$ cat config.mk
export PLATFORM = sky130hd
export DESIGN_NAME = matrix_add_sequencer
export DESIGN_NICKNAME = d
export VERILOG_FILES = /design/src/rtl/matrix_add_sequencer.sv
export SDC_FILE = /design/constraint.sdc
export NUM_CORES = 1
export LEC_CHECK = 0
export ABC_AREA = 1
export BUFFER_PORTS_ARGS = -buffer_cell sky130_fd_sc_hd__buf_2
export CAP_MARGIN = 20
export CORE_UTILIZATION = 52
export CTS_CLUSTER_DIAMETER = 150
export CTS_CLUSTER_SIZE = 14
export DETAILED_ROUTE_END_ITERATION = 6
export HOLD_SLACK_MARGIN = 0.03
export PLACE_DENSITY = 0.87
export SYNTH_ARGS = -nofsm -noshare
export SYNTH_HDL_FRONTEND = slang
export SYNTH_SLANG_ARGS = --single-unit
export TNS_END_PERCENT = 10
$ cat constraint.sdc
create_clock -name clk -period 1.6 [get_ports clk]
set_input_delay 0.24 -clock clk [delete_from_list [all_inputs] [get_ports clk]]
set_output_delay 0.24 -clock clk [all_outputs]
set_load 0.1 [all_outputs]
$ cat src/rtl/matrix_add_sequencer.sv
// Element-wise matrix adder: fetches operand pairs one index at a time, adds them
// and presents each sum on a valid/ready result port, with a sticky carry-out flag.
module matrix_add_sequencer #(
    parameter int unsigned DATA_W = 16,
    parameter int unsigned N_ELEM = 9
) (
    input  logic              clk,
    input  logic              rst_n,
    input  logic              start,
    input  logic              abort,
    output logic              rd_en,
    output logic [3:0]        rd_addr,
    input  logic [DATA_W-1:0] rd_a,
    input  logic [DATA_W-1:0] rd_b,
    output logic              res_valid,
    input  logic              res_ready,
    output logic [3:0]        res_addr,
    output logic [DATA_W-1:0] res_data,
    output logic              busy,
    output logic              done,
    output logic              ovf
);

    localparam int unsigned AW = 4;
    localparam logic [AW-1:0] LAST_IDX = AW'(N_ELEM - 1);

    typedef enum logic [2:0] {
        IDLE  = 3'd0,
        FETCH = 3'd1,
        ADD   = 3'd2,
        WRITE = 3'd3,
        DONE  = 3'd4
    } state_t;

    state_t              state_q, state_d;
    logic [AW-1:0]       idx_q, idx_d;
    logic                rd_en_q, rd_en_d;
    logic                res_valid_q, res_valid_d;
    logic [AW-1:0]       res_addr_q, res_addr_d;
    logic [DATA_W-1:0]   res_data_q, res_data_d;
    logic                busy_q, busy_d;
    logic                done_q, done_d;
    logic                ovf_q, ovf_d;
    logic [DATA_W:0]     sum_c;

    // One extra bit keeps the carry-out of the element sum
    assign sum_c = (DATA_W+1)'(rd_a) + (DATA_W+1)'(rd_b);

    // Next-state and next-output logic; registered outputs decode the next state
    always_comb begin
        state_d    = state_q;
        idx_d      = idx_q;
        res_addr_d = res_addr_q;
        res_data_d = res_data_q;
        ovf_d      = ovf_q;

        if (abort && (state_q != IDLE)) begin
            state_d = IDLE;
        end else begin
            case (state_q)
                IDLE: begin
                    if (start) begin
                        idx_d   = '0;
                        ovf_d   = 1'b0;
                        state_d = FETCH;
                    end
                end
                FETCH: state_d = ADD;
                ADD: begin
                    res_data_d = sum_c[DATA_W-1:0];
                    res_addr_d = idx_q;
                    ovf_d      = ovf_q | sum_c[DATA_W];
                    state_d    = WRITE;
                end
                WRITE: begin
                    if (res_ready) begin
                        if (idx_q == LAST_IDX) begin
                            state_d = DONE;
                        end else begin
                            idx_d   = idx_q + AW'(1);
                            state_d = FETCH;
                        end
                    end
                end
                DONE:    state_d = IDLE;
                default: state_d = IDLE;
            endcase
        end

        rd_en_d     = (state_d == FETCH);
        res_valid_d = (state_d == WRITE);
        busy_d      = (state_d != IDLE);
        done_d      = (state_d == DONE);
    end

    always_ff @(posedge clk or negedge rst_n) begin
        if (!rst_n) begin
            state_q     <= IDLE;
            idx_q       <= '0;
            rd_en_q     <= 1'b0;
            res_valid_q <= 1'b0;
            res_addr_q  <= '0;
            res_data_q  <= '0;
            busy_q      <= 1'b0;
            done_q      <= 1'b0;
            ovf_q       <= 1'b0;
        end else begin
            state_q     <= state_d;
            idx_q       <= idx_d;
            rd_en_q     <= rd_en_d;
            res_valid_q <= res_valid_d;
            res_addr_q  <= res_addr_d;
            res_data_q  <= res_data_d;
            busy_q      <= busy_d;
            done_q      <= done_d;
            ovf_q       <= ovf_d;
        end
    end

    assign rd_en     = rd_en_q;
    assign rd_addr   = idx_q;
    assign res_valid = res_valid_q;
    assign res_addr  = res_addr_q;
    assign res_data  = res_data_q;
    assign busy      = busy_q;
    assign done      = done_q;
    assign ovf       = ovf_q;

endmodule

== Yosys cells after proc, flatten, opt, wreduce, memory -nomap -nowiden ==
Index checks and enable logic that the tools add are counted.
Word-level totals
  flip-flop bits (word level): 32
  input bits: 37
  word-level logic and storage cells: 43
Cells by class
  $add $sub $neg: 2
  equal/unequal tests: 10
  muxes and demuxes: 11
  bitwise operators: 2
  reductions and logical operators: 9
Operator list (number)
  $add 16x16->17: 1
  $mux 3: 4
  $mux 4: 3
  $pmux 3 s4: 1
  $eq 3x2->1 const B: 3
  $pmux 4 s2: 1
  $eq 3x1->1 const B: 2
  $ne 2x2->1 const B: 3
  $reduce_bool 3->1: 2
  $reduce_and 5->1: 1
  $add 4x1->4 const B: 1
  $eq 4x4->1 const B: 1
  $reduce_bool 2->1: 2
  $eq 3x3->1 const B: 1
  $logic_not 3->1: 1
  $reduce_and 3->1: 1
  $pmux 1 s2: 1
  $reduce_and 2->1: 1
  $logic_and 1x1->1: 1
  $mux 1: 1
  $not 1->1: 1
  $or 1x1->1: 1

== Depth between registers and ports, before layout ==
  depth after elaboration: 6
  mapped depth: 11
  gate-level depth less buffers: 11

== Worst setup path before layout ==
Ideal clock, no wire load.
  path kind: register -> register
  from: reg idx_q[0], in the netlist rd_addr[0]
  to: reg idx_q[3], in the netlist rd_addr[3]
  library setup time: 0.122 ns
  arrival time: 1.875 ns
  required time: 1.478 ns
  path slack: -0.398 ns
  stages on the path, launching flop included: 9
  path buffers: 0
  clock period less this slack: 1.998 ns
  path through: dfrtp_1 -> inv_1 -> ha_1 -> nand3_1 -> nand2_1 -> nand2_1 -> nand2_2 -> nor3_1 -> nor2_1
Between the ends
  cells in the longest elaborated chain, start to end: 4
Ends and longest elaborated chain
  from (decl): RTL line 36  | logic [AW-1:0] idx_q, idx_d;
  from (signal assigned): RTL line 109  | idx_q <= idx_d;
  $add 4x1->4: RTL line 80  | idx_d = idx_q + AW'(1);
  $mux 4: RTL line 77  | if (idx_q == LAST_IDX) begin
  $mux 4: RTL line 76  | if (res_ready) begin
  $pmux 4 s2: RTL line 60  | case (state_q)
Several ways; a longest one is shown, not always the timed one. The select of a mux whose other input is x is not followed.
A chain may end at the register's enable or synchronous reset.

== Worst setup path after layout ==
  from: reg idx_q[0], in the netlist rd_addr[0]
  to: reg busy_q, in the netlist busy
Between the ends
  cells in the longest elaborated chain, start to end: 6
Ends and longest elaborated chain
  $eq 4x4->1: RTL line 77
  $mux 3: RTL line 77
  $mux 3: RTL line 76
  $pmux 3 s4: RTL line 60
  $mux 3: RTL line 57  | if (abort && (state_q != IDLE)) begin
  $reduce_bool 3->1: RTL line 92  | busy_d = (state_d != IDLE);
  via busy_d: RTL line 41  | logic busy_q, busy_d;
  to (signal assigned): RTL line 114  | busy_q <= busy_d;
  to (decl): RTL line 41
The timed path passes the listed nets, and every way through them passes these cells.

==> results.md <==
- Worst rel slew slack: 66.7%
- Diodes inserted: 0
- Htree depth: 2
- Startpoint Class: flop
- Antenna violations before repair: 0
- First-pass GRT wire length: 8650 um
- Total power after layout: 5.12 mW
- Clock root cell: clkbuf_8
- Routed via count: 2290
- Fmax: 0.678 GHz
- Clock Path Buffers: 2
- Layout Skew: 0.00615 ns
- WL/cell: 11.5 um
- Final routed DRC violation total: 0
- Synthesis-to-finish area growth: 23.7%
- CP arrival: 1.63 ns
- R2R depth: 9
- Row cnt: 23
- Setup Crit Path Kind: reg2reg
- Status: complete, no violations
- Overall routing resource usage: 24.7%
- Final std cells w/o fill: 461
- PwrDens: 1810 nW/um^2
- Layout cells sized above 1: 24.8%
- CTS sink count: 32
- Routed vias/inst: 4.97
- Clock Latency Late Sink: 0.28 ns
- RePlAce Congestion: 0.871
- CTS tree: built
- Leakage: 1.71 nW
- Unique masters post-synth: 26
- Syn Inst Count: 334
- Die height: 68.2 um
- Die W: 68.2 um
- Final wirelength: 5300 um
- CP endpoint kind: flop
- Die area: 4660 sq um
- Vias in the first global route: 2112
- Mean Syn Cell Area: 6.83 sq um
- Total of warnings raised by yosys: 0
- Setup crit end: busy
- PortBufs: 65
- Core area: 4120 sq um
- Worst slew pin tran: 0.503 ns
- Pins Over Slew Limit: 0
- Period minus WS final: 1.48 ns
- Crit path launch: rd_addr[0]
- Post-synthesis sequential area ratio: 35.1%
- Reg2Reg Launch Point: rd_addr[0]
- Post-Syn Area: 2280 sq um
- Crit-path max FO: 4
- Max_cap viols: 0
- #FFs+latches synth: 32
- Clock buffer count from CTS: 5
- Post-Syn Nets: 390
- RSZ-0062 raised after global routing: true
- Drt first pass iters: 5
- DP Cell Count: 452
- Largest net degree at the start of global routing: 31
- WHS Path Cells: 4
- Reg-to-reg endpoint: busy
- Setup TNS Final: 0 ns
- Initial drt markers: 148
- Worst reg2reg setup slack: 0.12 ns
- Grt ovf: 0
- Routed Antenna Nets: 0
- IO Count: 66
- Finish-stage setup viols: 0
- Req. time, crit path: 1.75 ns
- Initial core utilization: 55.4%
- Max VDD drop: 0.00159 V
- Nets: 466
- Final worst-path cycle share: 92.2%
- Final hold violations: 0
- Dpl hpwl: 4230 um
- Post CTS Setup Buffer Count: 0
- Fillers: 345
- Clock-pin slew on the worst setup and hold paths: 0.07 ns
- HP Class: in2reg
-- placed cells by master, fill, tap and decap left out, types with 4 or more instances in the layout --
cell      count
buf_4         7
ha_1         18
dfrtp_1      28
nor3_1        5
nor2_1       11
nand3_1      24
a21oi_1      10
inv_2         6
nand2_1     129
inv_1        54
xnor2_1       5
clkbuf_8      6
nand2_2       4
o21ai_1       7
buf_2        65
o21ai_0       8
-- metrics by stage --
stage	worst slack [ns]	hold WS, ns	instance area [sq um]	util (%)
floorplan	-0.00872	-0.0556	2290	-
global placement	-0.135	0.119	2710	65.7
detailed placement	-0.198	0.121	2710	65.7
CTS	0.0756	0.255	2810	68.3
global route	0.00328	0.258	2820	68.6
finish	0.125	0.262	2820	68.6
-- kinds of logic after synthesis --
logic type,Yosys count,synth area share (%)
and+or+nand+nor,186,34.6
buffers and inverters,64,11.0
DFF,32,35.1
AOI/OAI and AO/OA,27,6.20
adders and majority gates,19,10.8
xor gates and xnor gates,6,2.30
-- synth_stat cells, drive strengths merged --
| cell type | instances | area (sq um) |
|---|---|---|
| nand2 | 133 | 504 |
| inv | 60 | 225 |
| dfrtp | 32 | 801 |
| nand3 | 25 | 125 |
| ha | 18 | 225 |
| o21ai | 15 | 75.1 |
| nor2 | 14 | 65.1 |
| a21oi | 11 | 58.8 |
| nor3 | 6 | 41.3 |
| xnor2 | 5 | 43.8 |
| buf | 4 | 26.3 |
| nand3b | 3 | 22.5 |
| nor4 | 2 | 12.5 |
| or2 | 2 | 12.5 |
| a211oi | 1 | 7.51 |
| and2 | 1 | 6.26 |
| fa | 1 | 20.0 |
| xor2 | 1 | 8.76 |
-- flip-flops by register name, indices dropped and copies added, names as in the netlist --
register,count
res_data,16
rd_addr,4
done,1
ovf,1
rd_en,1
res_valid,1
res_addr,4
state_q,3
busy,1
-- how the worst min path moves through the flow --
stage                     startpoint           to  slack [ns]
after CTS                      start          ovf        0.26
final                          start   rd_addr[3]        0.26
after global placement         rst_n  res_data[2]        0.12
after detailed placement       rst_n  res_data[2]        0.12
after floorplan                rst_n         busy       -0.06
after global routing           start          ovf        0.26
-- repair_timing --
item | CTS | global route
setup endpoints to repair | 0 | 8
resized for setup | 0 | 6
hold buffers | 1 | 0
hold endpoints to repair | 9 | 0
-- metal layers --
metal  part of all wire [%]  track usage [%]  vias to the layer above
li1                       -                -                     1187
met3                    5.0             5.17                       10
met1                     44             29.2                     1009
met5                      0                0                        -
met2                     49             43.9                       84
met4                    1.8             8.59                        0
-- layout make-up --
| cell class | instances | area, sq um | share of cell area (%) |
|---|---|---|---|
| Clock inverter | 1 | 7.51 | 0.266 |
| Multi-Input combinational cell | 238 | 1240 | 44.0 |
| Timing Repair Buffer | 73 | 388 | 13.7 |
| Sequential cell | 32 | 811 | 28.7 |
| Inverter | 60 | 225 | 7.98 |
| Tap cell | 50 | 62.6 | 2.22 |
| Clock buffer | 7 | 86.3 | 3.06 |
-- critical path, stage by stage (launching register included) --
cell and delay (ns):
dfrtp_4 0.50, inv_2 0.09, ha_1 0.17, nand3_2 0.11, nand2_2 0.08, o21ai_0 0.08
nand2_1 0.06, nand3_1 0.09, nand2_2 0.10, nand3b_1 0.08
-- power breakdown --
part	total [mW]	leakage, nW	switching, mW	internal (mW)
Sequential	1.25	0.408	0.158	1.10
Clock	0.647	0.0445	0.298	0.349
Combinational	3.22	1.26	2.67	0.548
Note: power is estimated with default switching activity, not from simulation.
